## src/rtl/rs_issue_scheduler.sv

```systemverilog
// rs_issue_scheduler
//   Unified reservation station between dispatch and the ALU, load/store and
//   branch pipes. Holds up to RS_DEPTH renamed micro-ops, tracks operand
//   readiness from two writeback wakeup ports, and each cycle offers the
//   oldest eligible entry of each functional-unit class to its pipe.
//
//   Optional feature macro: ISSUE_WAKEUP_BYPASS_EN
//     defined   : same-cycle wakeups count toward eligibility (0-cycle select)
//     undefined : wakeups only update ready bits at the clock edge
//
// Ports
//   clk, rst            clock, synchronous active-high reset
//   flush               squash every entry at the next edge
//   disp_*              one micro-op per cycle from dispatch (valid/ready)
//   wb0_*, wb1_*        wakeup broadcasts (valid + physical tag)
//   alu_*, ls_*, br_*   per-class issue ports (valid/ready, rob, src tags)
//   occupancy           number of valid entries
module rs_issue_scheduler #(
  parameter int ROB_WIDTH = 5,
  parameter int PHY_WIDTH = 6,
  parameter int RS_DEPTH  = 8
) (
  input  logic                         clk,
  input  logic                         rst,
  input  logic                         flush,
  input  logic                         disp_valid,
  output logic                         disp_ready,
  input  logic [ROB_WIDTH-1:0]         disp_rob,
  input  logic [1:0]                   disp_fu,
  input  logic [PHY_WIDTH-1:0]         disp_src1,
  input  logic [PHY_WIDTH-1:0]         disp_src2,
  input  logic                         disp_rdy1,
  input  logic                         disp_rdy2,
  input  logic                         wb0_valid,
  input  logic [PHY_WIDTH-1:0]         wb0_tag,
  input  logic                         wb1_valid,
  input  logic [PHY_WIDTH-1:0]         wb1_tag,
  output logic                         alu_valid,
  input  logic                         alu_ready,
  output logic [ROB_WIDTH-1:0]         alu_rob,
  output logic [PHY_WIDTH-1:0]         alu_src1,
  output logic [PHY_WIDTH-1:0]         alu_src2,
  output logic                         ls_valid,
  input  logic                         ls_ready,
  output logic [ROB_WIDTH-1:0]         ls_rob,
  output logic [PHY_WIDTH-1:0]         ls_src1,
  output logic [PHY_WIDTH-1:0]         ls_src2,
  output logic                         br_valid,
  input  logic                         br_ready,
  output logic [ROB_WIDTH-1:0]         br_rob,
  output logic [PHY_WIDTH-1:0]         br_src1,
  output logic [PHY_WIDTH-1:0]         br_src2,
  output logic [$clog2(RS_DEPTH+1)-1:0] occupancy
);

  localparam int OCC_W = $clog2(RS_DEPTH + 1);
  localparam int IDX_W = (RS_DEPTH > 1) ? $clog2(RS_DEPTH) : 1;

  // Entry state
  logic [RS_DEPTH-1:0]  valid_q, valid_d;
  logic [RS_DEPTH-1:0]  rdy1_q, rdy1_d;
  logic [RS_DEPTH-1:0]  rdy2_q, rdy2_d;
  logic [ROB_WIDTH-1:0] rob_q  [RS_DEPTH];
  logic [1:0]           fu_q   [RS_DEPTH];
  logic [PHY_WIDTH-1:0] src1_q [RS_DEPTH];
  logic [PHY_WIDTH-1:0] src2_q [RS_DEPTH];
  // Age matrix: older_q[i][j] = 1 when entry i was dispatched before entry j.
  // Bits involving invalid entries are stale but are always masked by
  // eligibility, and are rewritten when the slot is reused.
  logic [RS_DEPTH-1:0]  older_q [RS_DEPTH];
  logic [RS_DEPTH-1:0]  older_d [RS_DEPTH];

  logic [RS_DEPTH-1:0]  wake1, wake2, op1_ok, op2_ok, elig;
  logic                 disp_wake1, disp_wake2, disp_accept;
  logic [IDX_W-1:0]     free_idx;
  logic [OCC_W-1:0]     occ;

  logic [2:0]           cls_valid, cls_ready, cls_fire;
  logic [IDX_W-1:0]     cls_idx  [3];
  logic [ROB_WIDTH-1:0] cls_rob  [3];
  logic [PHY_WIDTH-1:0] cls_src1 [3];
  logic [PHY_WIDTH-1:0] cls_src2 [3];

  // Wakeup tag matches for resident entries and for the incoming micro-op
  always_comb begin
    for (int i = 0; i < RS_DEPTH; i++) begin
      wake1[i] = (wb0_valid && (wb0_tag == src1_q[i])) || (wb1_valid && (wb1_tag == src1_q[i]));
      wake2[i] = (wb0_valid && (wb0_tag == src2_q[i])) || (wb1_valid && (wb1_tag == src2_q[i]));
    end
  end

  assign disp_wake1 = (wb0_valid && (wb0_tag == disp_src1)) || (wb1_valid && (wb1_tag == disp_src1));
  assign disp_wake2 = (wb0_valid && (wb0_tag == disp_src2)) || (wb1_valid && (wb1_tag == disp_src2));

`ifdef ISSUE_WAKEUP_BYPASS_EN
  assign op1_ok = rdy1_q | wake1;
  assign op2_ok = rdy2_q | wake2;
`else
  assign op1_ok = rdy1_q;
  assign op2_ok = rdy2_q;
`endif

  assign elig = valid_q & op1_ok & op2_ok;

  always_comb begin
    occ = '0;
    for (int i = 0; i < RS_DEPTH; i++) occ = occ + OCC_W'(valid_q[i]);
  end
  assign occupancy = occ;

  // Lowest-numbered free slot; only used when the station is not full
  always_comb begin
    free_idx = '0;
    for (int i = RS_DEPTH - 1; i >= 0; i--) begin
      if (!valid_q[i]) free_idx = IDX_W'(i);
    end
  end

  // Slots freed by issue this cycle are deliberately not counted as free
  assign disp_ready  = (occ < OCC_W'(RS_DEPTH)) && !flush && !rst;
  assign disp_accept = disp_valid && disp_ready;

  assign cls_ready = {br_ready, ls_ready, alu_ready};
  assign cls_fire  = cls_valid & cls_ready;

  // Per-class oldest-eligible select: the winner is the candidate that no
  // other candidate of the same class is older than.
  for (genvar gi = 0; gi < 3; gi++) begin : g_sel
    logic [RS_DEPTH-1:0] cand;
    logic                found;
    logic [IDX_W-1:0]    pick;

    always_comb begin
      for (int i = 0; i < RS_DEPTH; i++) cand[i] = elig[i] && (fu_q[i] == 2'(gi));
    end

    always_comb begin
      logic blocked;
      blocked = 1'b0;
      found   = 1'b0;
      pick    = '0;
      for (int i = 0; i < RS_DEPTH; i++) begin
        blocked = 1'b0;
        for (int j = 0; j < RS_DEPTH; j++) begin
          if (cand[j] && older_q[j][i]) blocked = 1'b1;
        end
        if (cand[i] && !blocked && !found) begin
          found = 1'b1;
          pick  = IDX_W'(i);
        end
      end
    end

    assign cls_valid[gi] = found && !flush && !rst;
    assign cls_idx[gi]   = pick;
    assign cls_rob[gi]   = cls_valid[gi] ? rob_q[pick]  : '0;
    assign cls_src1[gi]  = cls_valid[gi] ? src1_q[pick] : '0;
    assign cls_src2[gi]  = cls_valid[gi] ? src2_q[pick] : '0;
  end

  assign alu_valid = cls_valid[0];
  assign alu_rob   = cls_rob[0];
  assign alu_src1  = cls_src1[0];
  assign alu_src2  = cls_src2[0];
  assign ls_valid  = cls_valid[1];
  assign ls_rob    = cls_rob[1];
  assign ls_src1   = cls_src1[1];
  assign ls_src2   = cls_src2[1];
  assign br_valid  = cls_valid[2];
  assign br_rob    = cls_rob[2];
  assign br_src1   = cls_src1[2];
  assign br_src2   = cls_src2[2];

  // Next-state for entry bookkeeping
  always_comb begin
    valid_d = valid_q;
    rdy1_d  = rdy1_q | wake1;
    rdy2_d  = rdy2_q | wake2;
    for (int i = 0; i < RS_DEPTH; i++) older_d[i] = older_q[i];

    for (int c = 0; c < 3; c++) begin
      if (cls_fire[c]) valid_d[cls_idx[c]] = 1'b0;
    end

    if (disp_accept) begin
      valid_d[free_idx] = 1'b1;
      rdy1_d[free_idx]  = disp_rdy1 | disp_wake1;
      rdy2_d[free_idx]  = disp_rdy2 | disp_wake2;
      // New entry is younger than every resident entry
      for (int j = 0; j < RS_DEPTH; j++) older_d[j][free_idx] = valid_q[j];
      older_d[free_idx] = '0;
    end

    if (flush) valid_d = '0;
  end

  always_ff @(posedge clk) begin
    if (rst) begin
      valid_q <= '0;
      rdy1_q  <= '0;
      rdy2_q  <= '0;
      for (int i = 0; i < RS_DEPTH; i++) older_q[i] <= '0;
    end else begin
      valid_q <= valid_d;
      rdy1_q  <= rdy1_d;
      rdy2_q  <= rdy2_d;
      for (int i = 0; i < RS_DEPTH; i++) older_q[i] <= older_d[i];
    end
  end

  // Payload needs no reset: it is only observed while the entry is valid
  always_ff @(posedge clk) begin
    if (disp_accept) begin
      rob_q[free_idx]  <= disp_rob;
      fu_q[free_idx]   <= disp_fu;
      src1_q[free_idx] <= disp_src1;
      src2_q[free_idx] <= disp_src2;
    end
  end

  // An illegal class would sit in the station forever since no pipe selects it
  a_no_illegal_fu: assert property (@(posedge clk) disable iff (rst)
    (disp_valid && disp_ready) |-> (disp_fu != 2'd3));

endmodule

```

## config.mk

```make
export PLATFORM = sky130hd
export DESIGN_NAME = rs_issue_scheduler
export DESIGN_NICKNAME = d
export VERILOG_FILES = /design/src/rtl/rs_issue_scheduler.sv
export SDC_FILE = /design/constraint.sdc
export NUM_CORES = 1
export LEC_CHECK = 0
export CORE_UTILIZATION = 40
export DETAILED_ROUTE_END_ITERATION = 10
export SLEW_MARGIN = 25
export SYNTH_ARGS = -nofsm -noshare
export SYNTH_HDL_FRONTEND = slang
export SYNTH_SLANG_ARGS = --single-unit
```

## constraint.sdc

```tcl
create_clock -name clk -period 7.85 [get_ports clk]
set_clock_uncertainty 0.1 [all_clocks]
set_input_delay 1.1775 -clock clk [delete_from_list [all_inputs] [get_ports clk]]
set_output_delay 1.1775 -clock clk [all_outputs]
set_load 0.05 [all_outputs]
```

==> impl_results.md <==
* Setup tns final at 0 ns
* Hold buffers post-CTS at 0
* Worst Hold Class: reg -> reg
* Max Fclk at 141 MHz
* DRC violations left at 0
* Dpl hpwl at 44.6 mm
* Slew @ Worst Pin at 1.11 ns
* Top Ports at 101
* Bufs on Longest Clock Path at 3
* GRT overflow at 0
* Max cap viols at 0
* Core area at 0.0369 sq mm
* Largest net degree at the start of global routing at 29
* Pwr dens at 168 mW/mm^2
* WS Path Type: reg -> out
* CTS tree: built
* Setup bufs post-CTS at 0
* Crit path required time at 6.57 ns
* Routed WL at 65.4 mm
* Status: completed
* Area grow syn2layout at 17.2%
* Global-route wire length before repair at 95.3 mm
* CP max-delay cell: clkdlybuf4s50_1
* Cts repair resizes at 0
* Die W at 196 um
* Peak VDD IR at 0.000171 V
* Port bufs at 100
* RSZ-0062 raised after global routing: no
* Gate Count Post-Synth at 1511
* Num CTS Buffers at 29
* Reg2reg setup slack at 2.03 ns
* Setup violators final at 0
* Syn nets at 1560
* Die area at 0.0385 sq mm
* Post-synth design cell area at 0.0151 sq mm
* Post-DRT Antenna Nets at 0
* Placed Cells at 2061
* Crit share post-route at 0.902
* Crit start category: flop
* Synth Warn # at 0
* Row cnt at 70
* H-Tree Depth at 1
* Ranking of synthesized cells by area: edfxtp_1 (30%), dfxtp_1 (12%), xor2_1 (6.3%), xnor2_1 (6.3%), mux2i_1 (4.5%)
* Design Area, Final at 0.0177 sq mm
* Ratio of cells with drive above 1 in the final layout at 0.0987
* Async SR Flop Fraction at 0
* Yosys cell types at 84
* Flop and latch count out of synthesis at 240
* Max_slew headroom at 0.262
* Diodes inserted at 0
* Fin util at 0.479
* Delay of the slowest cell on the worst path at 0.93 ns
* Number of global-route vias before repair at 13676
* Routed vias at 14126
* # nets final at 1637
* Hold Vio Cnt, Final at 0
* Final Max Tran Viols at 0
* Worst Path Max Fanout at 12
* DR vias/cell at 6.68
* Clock latency at the later pin of the worst-skew pair at 0.59 ns
* Ys flop type: edfxtp_1
* Worst setup EP type: primary output
* Drt initial violations at 2026
* Mean Syn Cell Area at 9.98 sq um
* Min Tclk post-route at 7.08 ns
* Sink Count at 240
* Antenna violations before repair at 1
* Fillers at 3417
* Post-synth top area share at 0.303
* Final GP Congestion at 1.00
* Clk pin slew, worst setup/hold paths at 0.06 ns
* Power Total at 2.97 mW
* GRT Total Usage at 0.337
* Chip Height at 196 um
* Sequence of cells on the critical path: and3_1, nor3b_4, o2111ai_1, a2111oi_2, nor2_1, a31oi_2, buf_4, o221ai_1, a211oi_1, clkdlybuf4s50_1
* Post-synth top area cell: edfxtp_1
* EDFF count, synth at 152
* CTS root buf: clkbuf_16
* Wirelength per Cell at 30.9 um
* Placed Area at 0.0167 sq mm
* Leakage at 5.90 nW
* Seq/Total Area, Yosys at 0.420
* Final Non-Filler Cells at 2115
* Crit path DAT at 5.80 ns
* First-pass DRT Iterations at 6
* Initial Util at 0.409
## cells in the mapped netlist (22+ instances only)
cell,instances
a211oi_1,69
a21oi_1,68
and2_1,22
clkbuf_1,72
dfxtp_1,88
edfxtp_1,152
mux2i_1,68
nand2_1,79
nand3_1,32
nand4_1,42
nor2_1,90
nor3_1,42
nor4_1,45
o21a_1,24
o221a_2,23
o221ai_1,53
o22ai_1,45
xnor2_1,108
xor2_1,109
## layer usage
layer,track usage,vias up,part of all wire
met2,0.521,1063,0.44
met3,0.0597,231,0.10
li1,-,5983,-
met4,0.171,2,0.055
met1,0.453,6847,0.40
met5,0,-,0.00017
## kinds of logic (layout without fill, tap and decap cells)
family                     Yosys count  count (layout)  share of synthesized area
adders and majority gates            7               7                    0.00780
xor gates and xnor gates           217             217                      0.126
buffers and inverters              133             233                     0.0382
DFF                                240             240                      0.420
AOI/OAI and AO/OA                  398             398                      0.200
muxes                               68              68                     0.0452
and+or+nand+nor                    448             448                      0.163
## state kept, by name, summed over array words and instances (netlist names)
| signal | count |
|---|---|
| valid_q | 8 |
| fu_q | 16 |
| op1_ok | 8 |
| rob_q | 40 |
| src2_q | 48 |
| older_q | 64 |
| src1_q | 48 |
| op2_ok | 8 |
## worst max-delay path, delay by kind of cell, from the launching register on
family | cells | cell delay, ns
buffers and inverters | 2 | 1.31
flip-flops | 1 | 0.49
AO/OA/AOI/OAI | 5 | 2.25
AND/OR/NAND/NOR | 3 | 1.17
## per-stage QoR
stage          setup WS, ns  hold WS [ns]
4_1_cts                1.02         0.363
6_report              0.772         0.367
2_1_floorplan          1.47         0.316
5_1_grt               0.724         0.373
3_3_place_gp           1.62         0.336
3_5_place_dp           1.64         0.343
## cells in the final DEF (no fill, tap or decap), types with 56 or more instances in the layout
cell type        instances
a211oi_1                69
a21oi_1                 68
buf_4                   56
clkdlybuf4s50_1         99
dfxtp_1                 88
edfxtp_1               152
mux2i_1                 68
nand2_1                 79
nor2_1                  87
xnor2_1                108
xor2_1                 109
## final cells by class
type | count | area (sq um) | area share
clock buffer | 33 | 741 | 0.0419
timing repair buffer | 156 | 1420 | 0.0802
tap | 504 | 631 | 0.0357
sequential | 240 | 6330 | 0.358
inverter | 23 | 86.3 | 0.00489
multi-input combinational | 1138 | 8220 | 0.465
clock inverter | 21 | 248 | 0.0140
## report_power, final
group	leakage, nW	internal, mW	total (mW)	switching, mW
clock	0.479	0.844	1.43	0.582
combinational	3.34	0.0717	0.182	0.111
sequential	2.08	1.35	1.36	0.0104
total	5.90	2.26	2.97	0.703
## path summary, 6_finish.rpt
kind | from | end | cells past startpoint
max | valid_q[1]$_SDFF_PP0_ | alu_src2[5] | 10
min | older_q[0][0]$_SDFFE_PP0P_ | older_q[0][0]$_SDFFE_PP0P_ | 1
max reg2reg | valid_q[3]$_SDFF_PP0_ | fu_q[1][0]$_DFFE_PP_ | 13
min reg2reg | older_q[0][0]$_SDFFE_PP0P_ | older_q[0][0]$_SDFFE_PP0P_ | 1
No activity file was read; power rests on OpenSTA's default activity.
